File: src/rtl/awb_stats_gain.sv
// Auto white-balance statistics and gray-world gain engine.
// Accumulates per-frame R/G/B sums from the Bayer quad stream (skipping quads
// with near-saturated pixels) and, at frame end, derives R and B gains with a
// shared restoring divider. Gains are held until the next update.
module awb_stats_gain #(
  parameter int DW_IN   = 10,
  parameter int DW_GAIN = 10,
  parameter int DW_DEC  = 8,
  parameter int DW_ACC  = 32
) (
  input  logic                 clk,
  input  logic                 rst_n,
  input  logic [1:0]           CFA,
  input  logic                 awb_en,
  input  logic                 vsync_in,
  input  logic                 hsync_in,
  input  logic [DW_IN*4-1:0]   data_in,
  input  logic [DW_IN-1:0]     sat_thr,
  output logic [DW_GAIN-1:0]   R_gain,
  output logic [DW_GAIN-1:0]   G_gain,
  output logic [DW_GAIN-1:0]   B_gain,
  output logic                 gain_valid,
  output logic                 busy
);

  localparam int QW = DW_ACC + DW_DEC;
  localparam int CW = $clog2(QW + 1);
  localparam logic [DW_GAIN-1:0] GAIN_ONE = DW_GAIN'(2 ** DW_DEC);

  typedef enum logic [2:0] {IDLE, LATCH, DIV_R, DIV_B, UPDATE} state_t;

  state_t state, state_nx;

  logic [DW_IN-1:0]  p11, p12, p21, p22;
  logic [DW_IN-1:0]  r_pix, b_pix;
  logic [DW_IN:0]    g_pix;
  logic              excl, sample, frame_start, frame_end, vsync_d;
  logic [DW_ACC-1:0] r_sum, g_sum, b_sum;
  logic [DW_ACC-1:0] r_base, g_base, b_base;
  logic [DW_ACC-1:0] r_sum_nx, g_sum_nx, b_sum_nx;
  logic [DW_ACC-1:0] r_lat, g_lat, b_lat;
  logic [CW-1:0]     cnt;
  logic              cnt_last;
  logic [DW_ACC:0]   d_reg;
  logic [QW-1:0]     nsh, quo, q_nx;
  logic [QW:0]       rem, trial, d_ext, rem_nx;
  logic              qbit;
  logic [DW_GAIN-1:0] r_res, b_res;

  // Sum that sticks at all-ones instead of wrapping.
  function automatic logic [DW_ACC-1:0] sat_add(input logic [DW_ACC-1:0] a,
                                                input logic [DW_ACC-1:0] b);
    logic [DW_ACC:0] s;
    s = {1'b0, a} + {1'b0, b};
    return s[DW_ACC] ? {DW_ACC{1'b1}} : s[DW_ACC-1:0];
  endfunction

  // Clamp the quotient to the gain range; divide-by-zero maps to max gain.
  function automatic logic [DW_GAIN-1:0] sat_gain(input logic [QW-1:0] q,
                                                  input logic d_zero);
    if (d_zero || (|q[QW-1:DW_GAIN]))
      return {DW_GAIN{1'b1}};
    return q[DW_GAIN-1:0];
  endfunction

  assign p11 = data_in[4*DW_IN-1 -: DW_IN];
  assign p12 = data_in[3*DW_IN-1 -: DW_IN];
  assign p21 = data_in[2*DW_IN-1 -: DW_IN];
  assign p22 = data_in[DW_IN-1 -: DW_IN];

  // Route quad lanes to colour channels according to the Bayer phase.
  always_comb begin
    r_pix = p12;
    b_pix = p21;
    g_pix = {1'b0, p11} + {1'b0, p22};
    case (CFA)
      2'b01: begin
        r_pix = p11;
        b_pix = p22;
        g_pix = {1'b0, p12} + {1'b0, p21};
      end
      2'b10: begin
        r_pix = p22;
        b_pix = p11;
        g_pix = {1'b0, p12} + {1'b0, p21};
      end
      2'b11: begin
        r_pix = p21;
        b_pix = p12;
        g_pix = {1'b0, p11} + {1'b0, p22};
      end
      default: ;
    endcase
  end

  assign excl        = (p11 >= sat_thr) || (p12 >= sat_thr) ||
                       (p21 >= sat_thr) || (p22 >= sat_thr);
  assign sample      = vsync_in && hsync_in && !excl;
  assign frame_start = vsync_in && !vsync_d;
  assign frame_end   = vsync_d && !vsync_in;

  // Next sums: clear on frame start, then fold in the current quad if kept.
  always_comb begin
    r_base   = frame_start ? '0 : r_sum;
    g_base   = frame_start ? '0 : g_sum;
    b_base   = frame_start ? '0 : b_sum;
    r_sum_nx = sample ? sat_add(r_base, DW_ACC'(r_pix)) : r_base;
    g_sum_nx = sample ? sat_add(g_base, DW_ACC'(g_pix)) : g_base;
    b_sum_nx = sample ? sat_add(b_base, DW_ACC'(b_pix)) : b_base;
  end

  // ---- stage: frame statistics accumulation ----
  // Register vsync edge detector and per-channel sums.
  always_ff @(posedge clk or negedge rst_n) begin
    if (!rst_n) begin
      vsync_d <= 1'b0;
      r_sum   <= '0;
      g_sum   <= '0;
      b_sum   <= '0;
    end else begin
      vsync_d <= vsync_in;
      r_sum   <= r_sum_nx;
      g_sum   <= g_sum_nx;
      b_sum   <= b_sum_nx;
    end
  end

  // Snapshot the sums on a qualifying frame end so the next frame can run.
  always_ff @(posedge clk) begin
    if (state == IDLE && frame_end && awb_en) begin
      r_lat <= r_sum;
      g_lat <= g_sum;
      b_lat <= b_sum;
    end
  end

  // ---- stage: gain computation control ----
  // FSM state register.
  always_ff @(posedge clk or negedge rst_n) begin
    if (!rst_n) state <= IDLE;
    else        state <= state_nx;
  end

  assign cnt_last = (cnt == CW'(QW - 1));

  // FSM next-state logic.
  always_comb begin
    state_nx = state;
    case (state)
      IDLE:    if (frame_end && awb_en) state_nx = LATCH;
      LATCH:   state_nx = DIV_R;
      DIV_R:   if (cnt_last) state_nx = DIV_B;
      DIV_B:   if (cnt_last) state_nx = UPDATE;
      UPDATE:  state_nx = IDLE;
      default: state_nx = IDLE;
    endcase
  end

  // Quotient-bit counter, restarted for each of the two divisions.
  always_ff @(posedge clk or negedge rst_n) begin
    if (!rst_n)
      cnt <= '0;
    else if (state == DIV_R || state == DIV_B)
      cnt <= cnt_last ? '0 : cnt + 1'b1;
    else
      cnt <= '0;
  end

  // One restoring-division step: bring down the next numerator bit.
  always_comb begin
    trial  = {rem[QW-1:0], nsh[QW-1]};
    d_ext  = {{(QW-DW_ACC){1'b0}}, d_reg};
    qbit   = (trial >= d_ext);
    rem_nx = qbit ? (trial - d_ext) : trial;
    q_nx   = {quo[QW-2:0], qbit};
  end

  // ---- stage: sequential divider ----
  // Divider datapath: R division first, then reloaded for B.
  always_ff @(posedge clk) begin
    case (state)
      LATCH: begin
        nsh   <= {g_lat, {DW_DEC{1'b0}}};
        d_reg <= {r_lat, 1'b0};
        rem   <= '0;
        quo   <= '0;
      end
      DIV_R: begin
        if (cnt_last) begin
          r_res <= sat_gain(q_nx, d_reg == '0);
          nsh   <= {g_lat, {DW_DEC{1'b0}}};
          d_reg <= {b_lat, 1'b0};
          rem   <= '0;
          quo   <= '0;
        end else begin
          nsh <= {nsh[QW-2:0], 1'b0};
          rem <= rem_nx;
          quo <= q_nx;
        end
      end
      DIV_B: begin
        if (cnt_last) begin
          b_res <= sat_gain(q_nx, d_reg == '0);
        end else begin
          nsh <= {nsh[QW-2:0], 1'b0};
          rem <= rem_nx;
          quo <= q_nx;
        end
      end
      default: ;
    endcase
  end

  // ---- stage: gain outputs ----
  // Publish both gains together with a one-cycle valid pulse.
  always_ff @(posedge clk or negedge rst_n) begin
    if (!rst_n) begin
      R_gain     <= GAIN_ONE;
      B_gain     <= GAIN_ONE;
      gain_valid <= 1'b0;
    end else begin
      gain_valid <= (state == UPDATE);
      if (state == UPDATE) begin
        R_gain <= r_res;
        B_gain <= b_res;
      end
    end
  end

  assign G_gain = GAIN_ONE;
  assign busy   = (state != IDLE);

endmodule

File: config.mk
export PLATFORM = sky130hd
export DESIGN_NAME = awb_stats_gain
export DESIGN_NICKNAME = d
export VERILOG_FILES = /design/src/rtl/awb_stats_gain.sv
export SDC_FILE = /design/constraint.sdc
export NUM_CORES = 1
export LEC_CHECK = 0
export CELL_PAD_IN_SITES_DETAIL_PLACEMENT = 0
export CELL_PAD_IN_SITES_GLOBAL_PLACEMENT = 1
export CORE_ASPECT_RATIO = 1.2
export CORE_MARGIN = 2
export CORE_UTILIZATION = 50
export CTS_BUF_LIST = sky130_fd_sc_hd__clkbuf_4 sky130_fd_sc_hd__clkbuf_8
export DETAILED_ROUTE_END_ITERATION = 16
export GPL_TIMING_DRIVEN = 0
export PLACE_DENSITY_LB_ADDON = 0.3
export RECOVER_POWER = 25
export SLEW_MARGIN = 20
export SYNTH_ARGS = -nofsm -noshare
export SYNTH_HDL_FRONTEND = slang
export SYNTH_SLANG_ARGS = --single-unit
File: constraint.sdc
create_clock -name clk -period 15.65 [get_ports clk]
set_input_delay 3.13 -clock clk [delete_from_list [all_inputs] [get_ports clk]]
set_output_delay 3.13 -clock clk [all_outputs]
set_load 0.005 [all_outputs]
* Word level (Yosys, flattened, before mapping)
Index checks and enable logic that the tools add are counted.
Cells by class: reductions and logical operators 27, order comparisons 5, add/subtract/negate cells 7, muxes and demuxes 37, equal/unequal tests 12
Operator list (count):
- $mux W32 | 9
- $pmux W40 S3 | 2
- $mux W40 | 5
- $pmux W39 S3 | 1
- $mux W39 | 2
- $add A32 B10 Y33 | 2
- $pmux W33 S2 | 1
- $pmux W10 S3 | 2
- $ge A41 B33 Y1 | 1
- $ge A10 B10 Y1 | 4
- $sub A40 B33 Y40 | 1
- $add A32 B11 Y33 | 1
- $logic_not A33 Y1 | 1
- $mux W33 | 1
- $mux W10 | 3
- $reduce_or A30 Y1 | 1
- $add A10 B10 Y11 | 2
- $mux W6 | 2
- $pmux W3 S4 | 1
- $mux W11 | 1
- $mux W3 | 3
- $reduce_and A2 Y1 | 4
- $logic_and A1 B1 Y1 | 7
- $add A6 B1 Y6 const B | 1
- other kinds (16) | 30
Word-level totals: bits in registers 395, output and inout port bits 32, bits of input ports 57

* Longest topological paths before layout
Gate-level depths: netlist (run 1).
depth after elaboration 7, mapped depth 20

* Worst setup path before layout (run 1)
No wires, ideal clock.
path type reg-to-reg, start register cnt[0], end register nsh[10] (enable), required time 14.904 ns, cell stages (with the launch flop) 5, slack 5.791 ns, data arrival time 9.113 ns, cells stage by stage dfrtp_1 ha_1 nand4_1 nor2_1 a211oi_1
On the way: cells in the longest elaborated chain, start to end 3
Ends and longest elaborated chain:
- from (decl) | RTL line 42 | logic [CW-1:0] cnt;
- from (signal assigned) | RTL line 164 | cnt <= cnt_last ? '0 : cnt + 1'b1;
- $eq A6 B6 Y1 | RTL line 144 | assign cnt_last = (cnt == CW'(QW - 1));
- $ne A2 B2 Y1 (no line)
- $reduce_and A2 Y1 (no line)
- to (signal assigned) | RTL line 183 | nsh <= {g_lat, {DW_DEC{1'b0}}};
- to (signal assigned) | RTL line 191 | nsh <= {g_lat, {DW_DEC{1'b0}}};
- to (signal assigned) | RTL line 196 | nsh <= {nsh[QW-2:0], 1'b0};
- to (decl) | RTL line 45 | logic [QW-1:0] nsh, quo, q_nx;
No other way between the ends. A chain may end at the register's enable or synchronous reset.

* Worst setup path in the final report (run 1)
start input CFA[0], end register g_sum[23]
On the way: cells in the longest elaborated chain, start to end 6
Ends and longest elaborated chain:
- from (decl) | RTL line 13 | input logic [1:0] CFA,
- $eq A2 B2 Y1 / $eq A2 B1 Y1 (equally long branches) | RTL line 76 | case (CFA)
- $reduce_or A2 Y1 (no line) *
- $mux W11 *
- $add A32 B11 Y33 * | RTL line 54 | s = {1'b0, a} + {1'b0, b};
- $mux W32 * | RTL line 55 | return s[DW_ACC] ? {DW_ACC{1'b1}} : s[DW_ACC-1:0];
- $mux W32 * | RTL line 108 | g_sum_nx = sample ? sat_add(g_base, DW_ACC'(g_pix)) : g_base;
- via g_sum_nx[23] | RTL line 40 | logic [DW_ACC-1:0] r_sum_nx, g_sum_nx, b_sum_nx;
- to (signal assigned) | RTL line 123 | g_sum <= g_sum_nx;
- to (decl) | RTL line 38 | logic [DW_ACC-1:0] r_sum, g_sum, b_sum;
Mark *: on every way through the listed nets, which the timed path passes. The rest lies on a longest branch.

==> run metrics, run 1 <==
Commonest cells post-synth nand2_1, edfxtp_1, ha_1, dfrtp_1, nor2_1; Simple-Gate Fraction of Synth Area 17.7%; vias in the first global route roughly 17,000; clock power share 26.0%; Rel. slew slack -0.220%; Residual DRC 0; post-synth top area share 35.6%; Vias 16,400; Iteration-0 DRC Markers 1,161; min cycle time layout approximately 7.8 ns; compound-cell area share of the yosys netlist 12.5%; Overflow after GRT 0; post-synthesis mux area share under 10%; root buf cell clkbuf_8; Ys Warns 0; Initial Util a little over 50%; CTS Buf Count a little over 60; WL final 57.1 mm; Slew Viols, Final 1; total power about 0.0033 W; die area 45,400 um^2; Crit path max-delay family buffers and inverters; Synth area leaders edfxtp_1, dfrtp_1, ha_1; r2r setup slk 10.78 ns; filler cell count 3,719; Clock transition at path regs 0.07 ns; syn_area_per_cell between 10 and 15 um^2; Critical R2R Launch vsync_d$_DFF_PN0_; worst-path cell chain clkdlybuf4s50_1 -> inv_1 -> ha_1 -> clkbuf_1 -> clkbuf_1 -> o21ai_0 -> ha_1 -> a21o_1 -> a2111oi_0 -> nor2_1 -> a21oi_1 -> clkbuf_1 -> nor4_1 -> xor2_1 -> nand2_1; share of flip-flops with an asynchronous set or reset 32.9%; Seq pwr share 43.0%; register area share after synthesis 50.1%; Final nets about 2,400; Clock Tree Buf Depth 3; Crit Path Class input port to register; Yosys top cell by area edfxtp_1; FF-to-FF End b_sum[4]$_DFF_PN0_; Worst Reg2Reg Path Length in Cells 15; crit-path max cell delay 0.54 ns; Hold Path Stages 0; Top reg by flops rem; number of synthesized register bits 386; Post-DP HPWL 42.9 mm; violated checks capacitance limit, slew limit; Max H-tree Level 2; post-synthesis adder-cell area fraction approximately 7.9%; cell total after placement 2,721; Main synth FF type edfxtp_1; worst slew pin tran 1.49 ns; Fin. Hold Viols 0; I/O Buffers 78; Setup-failing EPs final 0; internal power 0.00220 W; CTS hold repair buffers 0; cell area after synthesis ~22,000 um^2; Tcrit/Tclk final 49.6%; router iterations before antenna repair 8; final cell count without fillers 2,838; chip height 233 um; Core Rows 83; Yosys cell types 90; initial antenna violation count 2; leakage approximately 10 nW; EDFF count, synth 259; Core Region 43,000 um^2; Via density 5.77; post-CTS setup buffers 0; worst vdd ir 0.0601 mV; clock skew 0.0399 ns; sw frac between 30% and 40%; layout cells sized above 1 around a tenth; Comb pwr share 31.0%; maximum clock rate 0.129 GHz; Area growth, synth to finish 13.5%; CTS sink count 386; Max Fanout on Critical Path 10; largest family of logic cells by synthesized area simple AND/OR/NAND/NOR gates; hold path start r_sum[2]$_DFF_PN0_; Hold Crit Class register to register; Routed Antenna Nets 0; chip width 195 um; pre-CTS WS 7.29 ns; Total Neg Setup Slack 0 ns; Required @ worst endpoint 16.14 ns; post-route worst setup slack around 7.9 ns; post-synthesis xor/xnor area fraction 3.20%; Max Cap Violations 1; largest net degree at the start of global routing 89; Worst-Skew Late Latency 0.63 ns; WP buf/inv 5; final core occ between 50% and 60%; gr usage total 25.4%; first-pass GRT wire length between 90 and 100 mm; unrepaired setup endpoints after global routing no; pwr/cell area 132 nW/um^2; Critical path origin CFA[0]; max FFs per register 40; Largest regs rem: 40 flops, quo: 39 flops; Post-Syn Instances 2,070; Slowest-stage cell, CP a2111oi_0; Arr. time, crit path 8.26 ns; hold endpoint r_lat[2]$_DFFE_PP_; Worst Setup End Kind register; I/O pins 89; Worst Setup Start Kind input port; Placer Congestion 0.933; P_sw 0.00109 W; DR WL/cell 20.1 um; most numerous cell in the Yosys netlist nand2_1; cts repair resizes 0; outcome finished, violations left; CTS tree built; CP most frequent cell clkbuf_1
-- worst reg2reg max path, delay by kind of cell, from the launching register on --
family                     cells  cell delay, ns
buffers and inverters          4            1.61
and+or+nand+nor                4            1.46
AOI/OAI and AO/OA              5            0.98
adders and majority gates      2            0.40
DFF                            1            0.36
-- cell families (layout without fill, tap and decap cells) --
family,Yosys count,in the layout
compound gates,410,410
xor+xnor,80,80
fa+ha+maj,134,134
buf+inv,194,401
flops,386,386
mux,94,94
other cells,2,11
simple gates,770,770
-- worst max path at each step --
stage	slack, ns	to	cells past startpoint
final	7.89	g_sum[23]$_DFF_PN0_	15
after global routing	7.60	g_sum[7]$_DFF_PN0_	20
after CTS	7.90	r_sum[30]$_DFF_PN0_	15
after detailed placement	7.29	r_sum[30]$_DFF_PN0_	15
after global placement	2.14	nsh[11]$_DFFE_PP_	4
after floorplan	5.79	nsh[10]$_DFFE_PP_	4
-- power groups by stage --
stage | logic, W | registers (W) | clock network [W]
3_3_place_gp | 0.000984 | 0.00144 | 0
3_5_place_dp | 0.00101 | 0.00143 | 0
2_1_floorplan | 0.000757 | 0.00141 | 0
4_1_cts | 0.00102 | 0.00141 | 0.000874
5_1_grt | 0.00114 | 0.00143 | 0.000917
6_report | 0.00102 | 0.00141 | 0.000855
-- stage by stage --
step	cell area [um^2]	hold WS, ns
finish	24800	0.447
detailed placement	23600	0.430
CTS	24800	0.446
global route	24800	0.459
global placement	23400	0.423
floorplan	21900	0.417
-- metal layers --
layer / GRT usage (%) / part of all wire (%) / routed length (um)
met5: 0 / 0 / 0
met4: 11.6 / 4.5 / 2570
met3: 2.93 / 4.1 / 2320
met2: 45.3 / 50 / 28600
met1: 30.9 / 41 / 23700
-- layout by cell type, fill, tap and decap left out, types with 11 or more instances in the layout --
master           netlist  routed
a2bb2oi_1             11      11
xnor2_1               54      54
clkbuf_8               3      66
a21oi_1              120     120
and2_0                 0      22
xor2_1                26      26
nor4_1                32      32
nand3_1               51      51
dfrtp_1              125     125
clkbuf_1              68      68
a21o_1                40      40
mux2i_1               39      39
o21bai_1              12      12
clkbuf_4               0      15
and3_1                18      18
o21a_1                17      17
o211ai_1              20      20
nand2b_1              23      23
nand4_1               36      36
buf_2                 17      17
nor2_1               121     120
a211oi_1              19      19
a222oi_1              20      20
nand2_1              288     288
nor3_1                38      38
edfxtp_1             259     259
ha_1                 128     128
inv_1                 89      89
mux2_2                55      54
a31oi_1               21      21
clkinv_1               0      19
clkdlybuf4s50_1        0      77
and2_1                80      58
buf_4                 12      12
or3_1                 14      14
o21ai_0               68      68
-- area by class of cell --
| cell class | count | area [um^2] | share of cell area (%) |
|---|---|---|---|
| well taps | 552 | 691 | 2.78 |
| flip-flops and latches | 386 | 11000 | 44.2 |
| plain buffers | 105 | 520 | 2.10 |
| clock inverters | 38 | 239 | 0.963 |
| inverters | 89 | 334 | 1.35 |
| repair buffers | 91 | 998 | 4.02 |
| clock buffers | 78 | 980 | 3.95 |
| multi-input cells | 1498 | 10100 | 40.7 |
| diodes | 1 | 2.50 | 0.0101 |
No activity file was read; power rests on OpenSTA's default activity.
==> inputs of run 2 (changes only) <==
--- a/config.mk
+++ b/config.mk
@@ -9,7 +9,7 @@
 export CELL_PAD_IN_SITES_GLOBAL_PLACEMENT = 1
 export CORE_ASPECT_RATIO = 1.2
 export CORE_MARGIN = 2
-export CORE_UTILIZATION = 50
+export CORE_UTILIZATION = 46
 export CTS_BUF_LIST = sky130_fd_sc_hd__clkbuf_4 sky130_fd_sc_hd__clkbuf_8
 export DETAILED_ROUTE_END_ITERATION = 16
 export GPL_TIMING_DRIVEN = 0
==> constraint.sdc (replaced) <==
create_clock -name clk -period 6.58 [get_ports clk]
set_input_delay 1.316 -clock clk [delete_from_list [all_inputs] [get_ports clk]]
set_output_delay 1.316 -clock clk [all_outputs]
set_load 0.005 [all_outputs]
==> run 2 against run 1 <==
  * The flow still finishes with violations (capacitance limit, slew limit)
  * Worst hold slack worse by 0.014 ns
  * Core utilization is 4.3 points lower
  * Clock power grew to 2.7 times the previous value
  * Sequential power is 140% higher
  * Critical path type unchanged
  * Combinational power is 140% higher
==> run metrics, run 2 (same netlist as run 1, synthesis figures left out) <==
DR WL/cell 20.5 um (+2.0%); Hold Crit Class register to register; post-CTS setup buffers 0 (unchanged); CTS hold repair buffers 0 (unchanged); chip height 243 um (+4.2%); most common cell after layout, fill and taps aside nand2_1; Largest regs rem: 40 flops, quo: 39 flops; Max Fanout on Critical Path 10 (unchanged); Iteration-0 DRC Markers 1,068 (-8.0%); Top reg by flops rem; I/O pins 89 (unchanged); Via density 5.70 (-1.2%); vias in the first global route 16,900 (+1.7%); maximum clock rate 0.165 GHz; Slew Viols, Final 77 (+76); first-pass GRT wire length 93.4 mm (+3.6%); min cycle time layout between 6 and 7 ns; CTS sink count 386 (unchanged); layout cells sized above 1 11.2% (+0.56 points); Clock transition at path regs 0.07 ns (about the same); Vias 16,500 (+1.0%); Area growth, synth to finish 14.7%; Required @ worst endpoint 7.10 ns (-9.04 ns); I/O Buffers 78 (unchanged); Residual DRC 0 (unchanged); Worst-Skew Late Latency 0.65 ns (+0.02 ns); Fin. Hold Viols 0 (unchanged); max FFs per register 40 (unchanged); pwr/cell area 324 nW/um^2 (+140%); Worst Reg2Reg Path Length in Cells 14 (-1); unrepaired setup endpoints after global routing no; Worst Setup Start Kind input port; worst slew pin tran 4.22 ns (+2.73 ns); Rel. slew slack -181% (-180 points); clock skew 0.0473 ns (+0.00737 ns); router iterations before antenna repair 5 (-3); hold endpoint b_lat[1]$_DFFE_PP_; CTS Buf Count 59 (-3.3%); Tcrit/Tclk final 92.3%; Critical R2R Launch vsync_d$_DFF_PN0_; Worst Setup End Kind register; FF-to-FF End r_sum[26]$_DFF_PN0_; root buf cell clkbuf_8; outcome finished, violations left; final core occ 53.5% (-4.3 points); Post-DP HPWL 45.2 mm (+5.4%); worst vdd ir 0.159 mV (+160%); Max Cap Violations 1 (unchanged); leakage 10.4 nW (+0.99%); Overflow after GRT 0 (unchanged); r2r setup slk 1.47 ns (-9.31 ns); most frequent cells in the layout nand2_1, edfxtp_1, ha_1; Arr. time, crit path 6.60 ns (-1.66 ns); Max H-tree Level 2 (unchanged); Core Rows 87 (+4.8%); Core Region 46,900 um^2 (+9.1%); Setup-failing EPs final 0 (unchanged); Total Neg Setup Slack 0 ns (unchanged); Final nets 2,421 (-0.083%); CTS tree built; total power 0.00812 W (+150%); Crit Path Class input port to register; gr usage total 24.3% (-1.1 points); die area 49,300 um^2 (+8.5%); largest net degree at the start of global routing 77 (-13%); Clock Tree Buf Depth 3 (unchanged); filler cell count 4,220 (+13%); cts repair resizes 0 (unchanged); violated checks capacitance limit, slew limit; chip width 203 um (+4.2%); initial antenna violation count 1 (-1); Initial Util 46.6% (-4.3 points); WL final 59.6 mm (+4.3%); Placer Congestion 0.928 (-0.51%); Routed Antenna Nets 0 (unchanged); Hold Path Stages 0 (unchanged); hold path start b_sum[1]$_DFF_PN0_
## run 2: worst max path at each step
stage	from	end	slack, ns	depth (start not counted)
6_report	vsync_in	r_sum[26]$_DFF_PN0_	0.51	15
4_1_cts	vsync_in	r_sum[26]$_DFF_PN0_	0.71	15
3_5_place_dp	vsync_in	r_sum[22]$_DFF_PN0_	0.1	14
5_1_grt	rst_n	b_sum[3]$_DFF_PN0_	0.34	2
2_1_floorplan	vsync_in	b_lat[0]$_DFFE_PP_	0.55	2
3_3_place_gp	vsync_in	g_lat[3]$_DFFE_PP_	-1.97	3
## run 2: per-layer routing
layer | routed length, um | global-route usage [%] | up-vias
met5 | 0 | 0 | -
met4 | 2960 | 12.3 | 0
met2 | 31000 | 44.6 | 472
li1 | - | - | 7912
met1 | 23200 | 27.8 | 8015
met3 | 2390 | 2.86 | 137
## run 2: worst max-delay path, stage by stage
cell and delay [ns]:
dlygate4sd3_1 0.64, nand2b_2 0.19, clkbuf_8 0.22, clkbuf_1 0.47, clkbuf_1 0.36, and2_1 0.26
fa_1 0.25, a21o_1 0.15, a21oi_1 0.13, o211a_1 0.26, nor4b_1 0.95, and3_1 0.29
clkbuf_1 0.50, nand2_1 0.42, nand3_1 0.19
## run 2: cell type report
cell class	instances	area [um^2]	area share, %
flip-flops and latches	386	11000	43.7
multi-input cells	1498	10100	40.4
clock buffers	84	1030	4.11
repair buffers	91	965	3.85
well taps	623	779	3.11
plain buffers	105	520	2.08
clock inverters	25	367	1.46
inverters	89	334	1.33
diodes	1	2.50	0.00998
## run 2: power breakdown
part | switching [W] | internal, W
registers | 0.000210 | 0.00316
clock network | 0.000961 | 0.00137
logic | 0.00141 | 0.00101
## run 2: metrics by stage
stage / hold WS [ns] / setup WS (ns) / std cells / cell area, um^2
floorplan: 0.417 / 0.546 / 2078 / 21900
global placement: 0.421 / -1.97 / 2779 / 23500
finish: 0.433 / 0.509 / 2902 / 25100
detailed placement: 0.424 / 0.0995 / 2792 / 23700
global route: 0.453 / 0.344 / 2902 / 25100
CTS: 0.442 / 0.715 / 2901 / 25100
==> inputs of run 3 (changes only) <==
--- a/config.mk
+++ b/config.mk
@@ -5,14 +5,16 @@
 export SDC_FILE = /design/constraint.sdc
 export NUM_CORES = 1
 export LEC_CHECK = 0
+export CAP_MARGIN = 5
 export CELL_PAD_IN_SITES_DETAIL_PLACEMENT = 0
 export CELL_PAD_IN_SITES_GLOBAL_PLACEMENT = 1
 export CORE_ASPECT_RATIO = 1.2
 export CORE_MARGIN = 2
-export CORE_UTILIZATION = 46
+export CORE_UTILIZATION = 50
 export CTS_BUF_LIST = sky130_fd_sc_hd__clkbuf_4 sky130_fd_sc_hd__clkbuf_8
 export DETAILED_ROUTE_END_ITERATION = 16
 export GPL_TIMING_DRIVEN = 0
+export MAX_ROUTING_LAYER = met4
 export PLACE_DENSITY_LB_ADDON = 0.3
 export RECOVER_POWER = 25
 export SLEW_MARGIN = 20
==> constraint.sdc (replaced) <==
create_clock -name clk -period 7.8 [get_ports clk]
set_input_delay 1.56 -clock clk [delete_from_list [all_inputs] [get_ports clk]]
set_output_delay 1.56 -clock clk [all_outputs]
set_load 0.005 [all_outputs]
==> run 3 against run 2 <==
  * The run still ends with capacitance limit, slew limit left
  * Non-clock buffer count stayed put
  * Worst hold slack better by 0.016 ns
  * Via count is 0.44% lower
  * Global-route usage is 1.8 points higher
  * Cell area is 0.56% lower
  * Routed wire length is 3.7% lower
  * Count of clock-buffer cells in the layout is 4 higher
  * Die area is 7.9% lower
  * Clock skew is 0.0017 ns lower
  * Core utilization is 4.5 points higher
  * Sequential cell count stayed put
  * Critical endpoint is now g_sum[6]$_DFF_PN0_
  * Largest cell class unchanged
==> run metrics, run 3 (same netlist as run 1, synthesis figures left out) <==
outcome finished, violations left; violated checks capacitance limit, slew limit; Max Fanout on Critical Path 10 (unchanged); min cycle time layout 6.30 ns; Fin. Hold Viols 0 (unchanged); vias in the first global route 16,300 (-3.3%); I/O Buffers 78 (unchanged); Top reg by flops rem; DR WL/cell 20.2 um (-1.4%); Max Cap Violations 1 (unchanged); Via density 5.81 (+1.9%); Routed Antenna Nets 0 (unchanged); Worst-Skew Late Latency 0.67 ns (+0.02 ns); Hold Crit Class register to register; Arr. time, crit path 6.82 ns (+0.22 ns); Placed Area 23,600 um^2 (-0.39%); largest net degree at the start of global routing 70 (-9.1%); worst-path cell chain clkdlybuf4s50_1 -> ha_1 -> fa_1 -> a21o_1 -> a21oi_1 -> o21bai_1 -> a21oi_1 -> o21ai_0 -> xor2_1 -> nor2_1 -> a21oi_1 -> ha_1 -> a21o_1 -> a21o_1 -> a21oi_1 -> a21boi_0 -> nor4_4 -> nor3_1 -> buf_2 -> a2bb2oi_1; Top Usage Layer GRT met2; Required @ worst endpoint 8.32 ns (+1.22 ns); pwr/cell area 270 nW/um^2 (-17%); Iteration-0 DRC Markers 1,183 (+11%); Largest regs rem: 40 flops, quo: 39 flops; Multi-input gate area 10,100 um^2 (about the same); root buf cell clkbuf_8; first-pass GRT wire length 89.7 mm (-4.0%); Max H-tree Level 2 (unchanged); Clock Tree Buf Depth 3 (unchanged); Vias 16,500 (-0.44%); post-CTS setup buffers 0 (unchanged); Setup-failing EPs final 0 (unchanged); CTS hold repair buffers 0 (unchanged); clock skew 0.0456 ns (-0.00167 ns); post-route worst setup slack 1.50 ns (+0.996 ns); Crit Path Class input port to register; crit-path max cell delay 0.68 ns (-0.27 ns); met2 usage 45.4% (+0.82 points); CTS tree built; final cell count without fillers 2,836 (-2.3%); Core Rows 83 (-4.6%); CTS Buf Count 60 (+1.7%); most frequent cells in the layout nand2_1, edfxtp_1, ha_1; Rel. slew slack -128% (+53 points); WL final 57.4 mm (-3.7%); leakage 10.4 nW (-0.32%); Tcrit/Tclk final 80.7%; Residual DRC 0 (unchanged); Initial Util 50.9% (+4.3 points); Placer Congestion 0.934 (+0.61%); most common cell after layout, fill and taps aside nand2_1; I/O pins 89 (unchanged); Slew Viols, Final 59 (-23%); die area 45,400 um^2 (-7.9%); CP most frequent cell a21oi_1; Reg area 11,000 um^2 (unchanged); Post-DP HPWL 43.1 mm (-4.8%); Overflow after GRT 0 (unchanged); cell total after placement 2,721 (-2.5%); Worst Setup Start Kind input port; cts repair resizes 0 (unchanged); Crit path max-delay family compound AO/OA/AOI/OAI gates; worst slew pin tran 3.42 ns (-0.797 ns); Area growth, synth to finish 14.1%; max FFs per register 40 (unchanged); layout cells sized above 1 11.1% (-0.068 points); cell area after layout 24,900 um^2 (-0.56%); met3 Use GR 3.58% (+0.72 points); chip width 195 um (-4.0%); initial antenna violation count 1 (unchanged); pre-CTS WS 0.928 ns (+0.828 ns); Worst Setup End Kind register; router iterations before antenna repair 8 (+3); worst vdd ir 0.155 mV (-2.0%); final core occ 58.0% (+4.5 points); Core Region 43,000 um^2 (-8.4%); filler cell count 3,710 (-12%); WP buf/inv 2 (-3); unrepaired setup endpoints after global routing no; chip height 233 um (-4.0%); Clock transition at path regs 0.06 ns (about the same); maximum clock rate 0.159 GHz; Slowest-stage cell, CP a21boi_0; gr usage total 26.2% (+1.8 points); met1 GRT Util 30.8% (+3.0 points); Final nets 2,422 (+0.041%); CTS sink count 386 (unchanged)
## run 3: per-stage QoR
stage	total power [W]	TNS, ns	hold WS [ns]
after floorplan	0.00434	0	0.417
after global placement	0.00486	-145.36	0.426
after detailed placement	0.00490	0	0.433
after CTS	0.00677	0	0.450
after global routing	0.00713	0	0.460
final	0.00674	0	0.450
## run 3: path summary, 6_finish.rpt
path | start | to | slack [ns] | cells after the start
setup / recovery | data_in[0] | g_sum[6]$_DFF_PN0_ | 1.50 | 20
hold / removal | g_sum[3]$_DFF_PN0_ | g_lat[3]$_DFFE_PP_ | 0.45 | 0
setup reg to reg | vsync_d$_DFF_PN0_ | r_sum[30]$_DFF_PN0_ | 3.06 | 14
hold reg to reg | g_sum[3]$_DFF_PN0_ | g_lat[3]$_DFFE_PP_ | 0.45 | 0
max in group asynchronous | rst_n | g_sum[2]$_DFF_PN0_ | 3.78 | 1
min in group asynchronous | rst_n | R_gain[0]$_DFFE_PN0P_ | 2.02 | 1
## run 3: where the power goes
group,switching [W],internal [W]
clock,0.000817,0.00103
sequential,0.000173,0.00266
combinational,0.00120,0.000852
total,0.00219,0.00455
## run 3: area by class of cell
type / count / share of cell area (%)
buffer: 105 / 2.09
sequential: 386 / 43.9
timing repair buffer: 91 / 3.93
clock buffer: 88 / 4.38
antenna: 1 / 0.0100
clock inverter: 26 / 0.928
tap: 552 / 2.77
inverter: 89 / 1.34
multi-input combinational: 1498 / 40.6
## run 3: worst reg2reg max path, stage by stage, from the launching register on
cell and delay [ns]:
dfrtp_1 0.36, nand2b_2 0.21, clkbuf_8 0.22, clkbuf_1 0.59, clkbuf_1 0.39, and2_1 0.26
fa_1 0.23, a21o_1 0.13, a21oi_1 0.11, o211a_1 0.27, nor4b_2 0.62, and3_1 0.27
clkbuf_1 0.45, nand2_1 0.37, o21ai_0 0.18
## run 3: metal layers
| layer | up-vias | wire [um] |
|---|---|---|
| met3 | 117 | 2570 |
| met4 | 0 | 2130 |
| met5 | - | 0 |
| met1 | 7977 | 23700 |
| met2 | 453 | 29000 |
| li1 | 7917 | - |
